**config.mk**
```make
export PLATFORM = sky130hd
export DESIGN_NAME = mixcol_engine
export DESIGN_NICKNAME = d
export VERILOG_FILES = /design/src/rtl/mixcol_engine.sv
export SDC_FILE = /design/constraint.sdc
export NUM_CORES = 1
export LEC_CHECK = 0
export CORE_MARGIN = 2
export CORE_UTILIZATION = 45
export DETAILED_ROUTE_END_ITERATION = 10
export GPL_TIMING_DRIVEN = 0
export PLACE_DENSITY_LB_ADDON = 0.08
export SETUP_SLACK_MARGIN = 0.05
export SKIP_CTS_REPAIR_TIMING = 1
export SYNTH_ARGS = -nofsm -noshare
export SYNTH_HDL_FRONTEND = slang
export SYNTH_HIERARCHICAL = 1
export SYNTH_SLANG_ARGS = --single-unit
```
**constraint.sdc**
```tcl
create_clock -name clk -period 6.1 [get_ports clk]
set_input_delay 0.915 -clock clk [delete_from_list [all_inputs] [get_ports clk]]
set_output_delay 0.915 -clock clk [all_outputs]
set_load 0.02 [all_outputs]
```
**src/rtl/mixcol_engine.sv**
```systemverilog
// AES MixColumns / InvMixColumns engine: one block at a time, COLS_PER_CYCLE
// columns transformed per clock by an array of per-column lanes.

module mixcol_column (
    input  logic        inv,
    input  logic [31:0] col_in,
    output logic [31:0] col_out
);
    logic [0:3][7:0] a, b;

    function automatic logic [7:0] xt(input logic [7:0] v);
        return {v[6:0], 1'b0} ^ (v[7] ? 8'h1b : 8'h00);
    endfunction

    // k is always a constant at the call site, so this folds to an XOR tree
    function automatic logic [7:0] gmul(input logic [7:0] v, input logic [3:0] k);
        logic [7:0] x2, x4, x8;
        x2 = xt(v);
        x4 = xt(x2);
        x8 = xt(x4);
        return ({8{k[0]}} & v) ^ ({8{k[1]}} & x2) ^ ({8{k[2]}} & x4) ^ ({8{k[3]}} & x8);
    endfunction

    assign a       = col_in;
    assign col_out = b;

    for (genvar r = 0; r < 4; r++) begin : g_row
        assign b[r] = inv ?
            gmul(a[r], 4'he) ^ gmul(a[(r+1)%4], 4'hb) ^ gmul(a[(r+2)%4], 4'hd) ^ gmul(a[(r+3)%4], 4'h9) :
            gmul(a[r], 4'h2) ^ gmul(a[(r+1)%4], 4'h3) ^ a[(r+2)%4] ^ a[(r+3)%4];
    end
endmodule

module mixcol_engine #(
    parameter int COLS_PER_CYCLE = 1
) (
    input  logic         clk,
    input  logic         rst_n,
    input  logic         in_valid,
    output logic         in_ready,
    input  logic         in_mode,
    input  logic [0:127] in_data,
    output logic         out_valid,
    input  logic         out_ready,
    output logic [0:127] out_data,
    output logic         busy
);
    localparam int         NG       = 4 / COLS_PER_CYCLE;
    localparam logic [1:0] LAST_GRP = 2'(NG - 1);

    localparam logic [1:0] S_IDLE = 2'd0;
    localparam logic [1:0] S_BUSY = 2'd1;
    localparam logic [1:0] S_DONE = 2'd2;

    if (COLS_PER_CYCLE != 1 && COLS_PER_CYCLE != 2 && COLS_PER_CYCLE != 4) begin : g_bad_cfg
        $error("mixcol_engine: COLS_PER_CYCLE must be 1, 2 or 4");
    end

    logic [1:0]   state;
    logic [1:0]   grp;
    logic         mode;
    logic [0:127] work;

    logic [COLS_PER_CYCLE-1:0][1:0]  lane_col;
    logic [COLS_PER_CYCLE-1:0][31:0] lane_in, lane_out;

    for (genvar l = 0; l < COLS_PER_CYCLE; l++) begin : g_lane
        assign lane_col[l] = 2'(grp * COLS_PER_CYCLE) + 2'(l);
        assign lane_in[l]  = work[{lane_col[l], 5'd0} +: 32];
        mixcol_column u_col (
            .inv    (mode),
            .col_in (lane_in[l]),
            .col_out(lane_out[l])
        );
    end

    always_ff @(posedge clk) begin
        if (!rst_n) begin
            state <= S_IDLE;
            grp   <= 2'd0;
            mode  <= 1'b0;
            work  <= '0;
        end else begin
            case (state)
                S_IDLE: if (in_valid) begin
                    work  <= in_data;
                    mode  <= in_mode;
                    grp   <= 2'd0;
                    state <= S_BUSY;
                end
                S_BUSY: begin
                    for (int l = 0; l < COLS_PER_CYCLE; l++)
                        work[{lane_col[l], 5'd0} +: 32] <= lane_out[l];
                    if (grp == LAST_GRP) begin
                        grp   <= 2'd0;
                        state <= S_DONE;
                    end else begin
                        grp <= grp + 2'd1;
                    end
                end
                S_DONE: if (out_ready) state <= S_IDLE;
                default: state <= S_IDLE;
            endcase
        end
    end

    assign in_ready  = (state == S_IDLE);
    assign busy      = (state == S_BUSY);
    assign out_valid = (state == S_DONE);
    assign out_data  = work;
endmodule

```
==> results of run 1 <==
==> cells in the mapped netlist <==
library cell,count,share of area [%]
nor4_1,1,0.058
o21bai_1,129,8.9
xnor2_2,1,0.15
o21a_1,1,0.069
o21ai_0,1,0.046
a22oi_1,2,0.14
or2_1,2,0.12
xnor3_1,27,5.6
o311a_1,128,12
and3_1,129,7.4
xnor2_1,141,11
buf_1,4,0.14
nor3b_2,1,0.12
ha_1,4,0.46
o2bb2ai_1,1,0.081
xor2_1,39,3.1
nand2_1,11,0.38
mux4_2,32,6.6
clkbuf_1,90,3.1
and2_1,3,0.17
nand2b_1,2,0.12
and3b_1,1,0.081
xnor3_2,3,0.66
a21boi_0,1,0.069
nor3_1,1,0.046
xnor2_4,1,0.25
or2_0,2,0.12
dfxtp_1,133,25
buf_6,1,0.10
a21oi_1,6,0.28
inv_1,4,0.14
or3_1,1,0.058
xor3_1,6,1.3
nor2_1,7,0.24
xor2_2,3,0.45
nor2b_1,134,7.7
nor3b_1,2,0.14
buf_2,36,1.7
nand3_1,2,0.092
buf_4,6,0.41
mux2i_1,18,1.7
==> state kept, by name (all words and copies together), names as in the netlist <==
signal / flops
grp: 2
out_data: 128
state: 2
mode: 1
==> area by class of cell <==
| cell class | instances | area share, % |
|---|---|---|
| multi-input combinational | 843 | 52.3 |
| sequential | 133 | 18.3 |
| timing repair buffer | 262 | 18.1 |
| buffer | 137 | 4.06 |
| clock buffer | 17 | 2.93 |
| tap | 319 | 2.75 |
| clock inverter | 14 | 1.40 |
| inverter | 4 | 0.103 |
| antenna | 1 | 0.0172 |
==> per-stage QoR <==
| stage | power (mW) | util [%] | area, um2 | instances | setup slack [ns] |
|---|---|---|---|---|---|
| finish | 5.31 | 61.5 | 14500 | 1730 | 1.37 |
| floorplan | 3.15 | - | 10900 | 1117 | 2.56 |
| detailed placement | 4.09 | 58.8 | 13900 | 1698 | 1.63 |
| global placement | 4.08 | 58.8 | 13900 | 1698 | 1.59 |
| global route | 5.50 | 61.5 | 14500 | 1729 | 1.25 |
| CTS | 5.23 | 61.5 | 14500 | 1729 | 1.59 |
==> per-layer routing <==
layer	vias to the layer above	share of wire (%)
li1	4643	-
met1	5228	41
met2	644	45
met3	125	9.9
met4	0	4.5
met5	-	0
==> logic make-up after synthesis <==
| group | Yosys count | synth area share [%] |
|---|---|---|
| simple gates | 299 | 16.9 |
| compound gates | 269 | 21.4 |
| xor+xnor | 221 | 22.9 |
| buf+inv | 141 | 5.56 |
| flops | 133 | 24.5 |
| mux | 50 | 8.29 |
| fa+ha+maj | 4 | 0.461 |
==> cell usage in the layout, fill, tap and decap left out, types with 6 or more instances in the layout <==
cell type        count
buf_2               36
a21oi_1              6
xnor2_1            141
nor2_1               7
dfxtp_1            133
buf_4                6
xnor3_1             27
clkbuf_1            90
and3_1             129
mux2i_1             18
xor3_1               6
o311a_1            128
xor2_1              39
clkbuf_16           17
nor2b_1            134
clkdlybuf4s50_1    262
nand2_1             11
mux4_2              32
o21bai_1           129
==> power by group through the flow <==
stage / Combinational [mW] / Clock, mW / Sequential (mW)
global route: 3.29 / 1.17 / 1.05
CTS: 3.06 / 1.13 / 1.04
finish: 3.14 / 1.13 / 1.04
global placement: 3.02 / 0 / 1.06
floorplan: 2.02 / 0 / 1.13
detailed placement: 3.04 / 0 / 1.05
==> path summary, 6_finish.rpt <==
path                                   start           end  slack, ns  depth (start not counted)
worst min register to register  out_data[98]  out_data[98]       0.62                          2
worst min-delay path            out_data[98]  out_data[98]       0.62                          2
worst max register to register        grp[1]  out_data[59]       1.37                         11
worst max-delay path                  grp[1]  out_data[59]       1.37                         11
==> worst max-delay path, cell delays in order (launching register included) <==
cell and delay, ns:
dfxtp_1 0.39, buf_2 0.30, buf_2 0.48, mux4_2 0.58
clkbuf_1 0.27, xnor2_1 0.64, xnor3_1 0.33, xnor3_1 0.34
a21oi_1 0.18, xor2_1 0.71, and3_1 0.28, o311a_1 0.14
==> key figures, run 1 <==
Outcome
  – Status: completed

Global route
  – Largest net degree at the start of global routing: 17
  – Initial antenna violation count: 0
  – Number of global-route vias before repair: 10.8k
  – Grt met2 use: 54.9%
  – Busiest grt layer: met2
  – Gr usage total: 35.2%
  – Congestion Overflow GR: 0
  – M1 GR Usage: 45.5%
  – Global routing usage on met3: 9.43%
  – First-pass GRT wire length: 67200 um

Placement
  – Detailed placement HPWL: 34700 um
  – Gpl congestion: 0.959
  – I/O Buffers: 262

Critical path
  – WP data arrival: 5.11 ns
  – CP max FO: 10
  – WS Path Type: flip-flop to flip-flop
  – Worst Setup End Kind: flip-flop
  – Crit path required time: 6.48 ns
  – Crit start category: flip-flop

STA
  – Slew Viols, Final: 0
  – Final Cycle Share: 77.5%
  – RSZ-0062 raised after global routing: false
  – Worst-margin pin slew: 1.07 ns
  – Final setup violation count: 0
  – Fin Setup TNS: 0 ns
  – Hold Vio Cnt, Final: 0
  – Fmax: 0.212 GHz
  – Worst rel slew slack: 26.5%
  – Clock Skews: 0.0113 ns
  – Hold Slack: 0.622 ns
  – Crit path time final: 4.73 ns

Final layout
  – Fin nets: 1535
  – Layout fillers: 2057
  – Area growth syn-to-layout: 33.6%
  – Layout cells sized above 1: 8.16%
  – Reg area: 0.00266 mm2
  – Footprint of the multi-input gates: 0.00760 mm2

CTS
  – Htree depth: 4
  – Clk sinks: 133
  – Worst-Skew Late Latency: 0.44 ns
  – CTS tree: done
  – Clk root buf: clkbuf_16
  – Cts bufs inserted: 17
  – Worst-path clk slew: 0.07 ns
  – Max Buffers Root-to-Sink: 2

Power and ir drop
  – Clock power share: 21.3%
  – PwrDens: 366 mW/mm2
  – Worst vdd ir: 0.000189 V
  – Switching share of power: 41.3%
  – LEAKAGE: 6.17 nW
  – P_sw: 2.19 mW
  – Seq pwr share: 19.6%
  – Combinational power share: 59.1%
  – Internal Pwr Total: 3.12 mW

Synthesis
  – Mean post-synth cell area: 9.73 um2
  – Yosys cell types: 41
  – Synth Warn #: 6
  – Number of synthesized register bits: 133
  – Post-synthesis cell count: 1117
  – Synth Net Count: 1254
  – Mapped cell area: 0.0109 mm2
  – Sequential fraction of the synthesis area: 24.5%

Floorplanning
  – Die X: 159 um
  – FP Rows: 56
  – Core Area: 0.0236 mm2
  – Initial Util: 46.0%
  – Top Ports: 264
  – Overall die area: 0.0254 mm2
  – Die Y: 159 um

Detailed routing
  – Vias per Instance: 6.15
  – 1st-iter DRT viols: 1067
  – WL/cell: 26.3 um
  – DR vias: 10.6k
  – Number of remaining DRC errors: 0
  – First-pass DRT Iterations: 5
  – Routed Antenna Nets: 0
  – Final WL: 45400 um

Hold path
  – Hold crit path type: flip-flop to flip-flop

Flow run
  – Max-Cap Viols: 0
(Power assumes the default switching activity.)
==> run 2: changes to the inputs <==
clock period = 4.11 ns   (was 6.1 ns; I/O delays follow)
==> run 2 against run 1 <==
Compared with the run above: first-iteration DRC count up 3.9%; clock skew about the same; via count up 0.78%; highest routed layer unchanged; final area up 1.7%.
==> key figures, run 2 (synthesized netlist as in run 1, its figures left out) <==
Outcome
  – Status: completed

CTS
  – Max Buffers Root-to-Sink: 2 (unchanged)
  – Htree depth: 4 (unchanged)
  – Clk root buf: clkbuf_16
  – Worst-Skew Late Latency: 0.44 ns (about the same)
  – Worst-path clk slew: 0.07 ns (about the same)
  – Cts bufs inserted: 17 (unchanged)
  – Clk sinks: 133 (unchanged)
  – CTS tree: done

Critical path
  – Worst R2R Path Depth: 12 (+1)
  – Worst Setup End Kind: flip-flop
  – Critical path, cell by cell: buf_4, buf_6, mux4_2, clkbuf_1, xnor2_2, xnor3_1, xnor3_1, a21oi_1, xor2_2, buf_4, and3_1, o311a_1
  – Worst reg2reg setup slack: 0.13 ns (-1.24 ns)
  – Crit start category: flip-flop
  – CP max FO: 10 (unchanged)
  – WP data arrival: 4.30 ns (-0.81 ns)
  – Top delay family on crit path: XOR/XNOR gates
  – R2R Path Start: grp[1]
  – Crit path required time: 4.44 ns (-2.04 ns)
  – RR Endpoint: out_data[59]
  – Worst path bufs/invs: 4 (+1)
  – WS Path Type: flip-flop to flip-flop
  – Slowest cell on the critical path: mux4_2
  – Worst path max stage delay: 0.54 ns (-0.17 ns)

Power and ir drop
  – LEAKAGE: 6.27 nW (+1.6%)
  – Power, Total: 8.08 mW (+52%)
  – Worst vdd ir: 0.000280 V (+48%)
  – PwrDens: 547 mW/mm2 (+50%)

Final layout
  – Layout cells sized above 1: 10.2% (+2.0 points)
  – Final design area excluding fillers: 0.0148 mm2 (+1.7%)
  – Area growth syn-to-layout: 35.8%
  – Most common cell after layout, fill and taps aside: clkdlybuf4s50_1
  – Fin nets: 1537 (+0.13%)
  – Largest register FFs: 128 (unchanged)
  – Layout fillers: 2037 (-0.97%)
  – Commonest non-fill, non-tap cells in the layout: clkdlybuf4s50_1, nor2b_1, dfxtp_1
  – Finished Layout Cells: 1731 (+0.058%)
  – Antenna fix cells: 0 (-1)

Hold path
  – Hold crit path type: flip-flop to flip-flop
  – Hold path cells: 2 (unchanged)
  – Hold EP: out_data[97]
  – Hold Crit Start: out_data[97]

Flow run
  – Max-Cap Viols: 0 (unchanged)

Detailed routing
  – DR vias: 10.7k (+0.78%)
  – Vias per Instance: 6.19 (+0.72%)
  – 1st-iter DRT viols: 1109 (+3.9%)
  – Routed Antenna Nets: 0 (unchanged)
  – Final WL: 45600 um (+0.38%)
  – First-pass DRT Iterations: 5 (unchanged)
  – Number of remaining DRC errors: 0 (unchanged)
  – WL/cell: 26.3 um (+0.32%)

Floorplanning
  – Die Y: 159 um (unchanged)
  – Core Area: 0.0236 mm2 (unchanged)
  – Initial Util: 46.0% (unchanged)
  – Top Ports: 264 (unchanged)
  – FP Rows: 56 (unchanged)
  – Overall die area: 0.0254 mm2 (unchanged)
  – Die X: 159 um (unchanged)

Global route
  – First-pass GRT wire length: 67200 um (unchanged)
  – Gr usage total: 35.2% (unchanged)
  – Initial antenna violation count: 0 (unchanged)
  – Congestion Overflow GR: 0 (unchanged)
  – Largest net degree at the start of global routing: 17 (unchanged)
  – Number of global-route vias before repair: 10.8k (unchanged)

Placement
  – Placed insts: 1698 (unchanged)
  – I/O Buffers: 262 (unchanged)
  – DP Area: 0.0139 mm2 (unchanged)
  – Detailed placement HPWL: 34700 um (unchanged)
  – Gpl congestion: 0.959 (unchanged)

STA
  – Hold Slack: 0.621 ns (-0.00134 ns)
  – Hold Vio Cnt, Final: 0 (unchanged)
  – Crit path time final: 3.98 ns (-0.750 ns)
  – Worst-margin pin slew: 1.05 ns (-0.0183 ns)
  – RSZ-0062 raised after global routing: false
  – Worst rel slew slack: 27.8% (+1.3 points)
  – Clock Skews: 0.0116 ns (+0.000305 ns)
  – Final Cycle Share: 96.7% (+19 points)
  – Final setup violation count: 0 (unchanged)
  – Fmax: 0.252 GHz (+19%)
  – Slew Viols, Final: 0 (unchanged)
## run 2: area by class of cell
cell class	instances	area (um2)	area share, %
Sequential cell	133	2660	18.0
Multi-Input combinational cell	843	7800	52.8
Timing Repair Buffer	265	2650	17.9
Inverter	4	15.0	0.102
Clock buffer	17	425	2.88
Tap cell	319	399	2.70
Clock inverter	14	203	1.37
Buffer	136	613	4.15
## run 2: worst max-delay path by stage
stage	to	cells past startpoint	slack, ns	start
6_report	out_data[59]	12	0.13	grp[1]
3_3_place_gp	out_data[91]	11	-0.40	grp[0]
3_5_place_dp	out_data[91]	11	-0.36	grp[0]
4_1_cts	out_data[27]	11	-0.40	grp[1]
2_1_floorplan	out_data[27]	11	0.57	grp[1]
5_1_grt	out_data[91]	12	0.02	grp[0]
## run 2: per-layer routing
| metal | routed length [um] | vias to the layer above | GRT usage (%) |
|---|---|---|---|
| met4 | 2130 | 0 | 16.7 |
| met5 | 0 | - | 0 |
| met1 | 18100 | 5243 | 45.5 |
| li1 | - | 4645 | - |
| met3 | 4870 | 130 | 9.43 |
| met2 | 20500 | 705 | 54.9 |
## run 2: tightest hold or removal path, stage by stage (launching register included)
cell and delay, ns:
dfxtp_1 0.32, o21bai_1 0.15, o311a_1 0.11
## run 2: through the flow
stage               worst slack [ns]  utilization, %  setup TNS (ns)
floorplan                      0.571               -               0
global placement              -0.404            58.8           -8.79
detailed placement            -0.362            58.8           -9.70
CTS                           -0.402            61.5          -11.67
global route                  0.0193            62.5               0
finish                         0.135            62.5               0
## run 2: power breakdown
group	internal [mW]	switching (mW)	leakage, nW	total [mW]
Sequential	1.42	0.125	1.10	1.54
Combinational	2.30	2.55	4.87	4.85
Clock	1.02	0.660	0.298	1.68
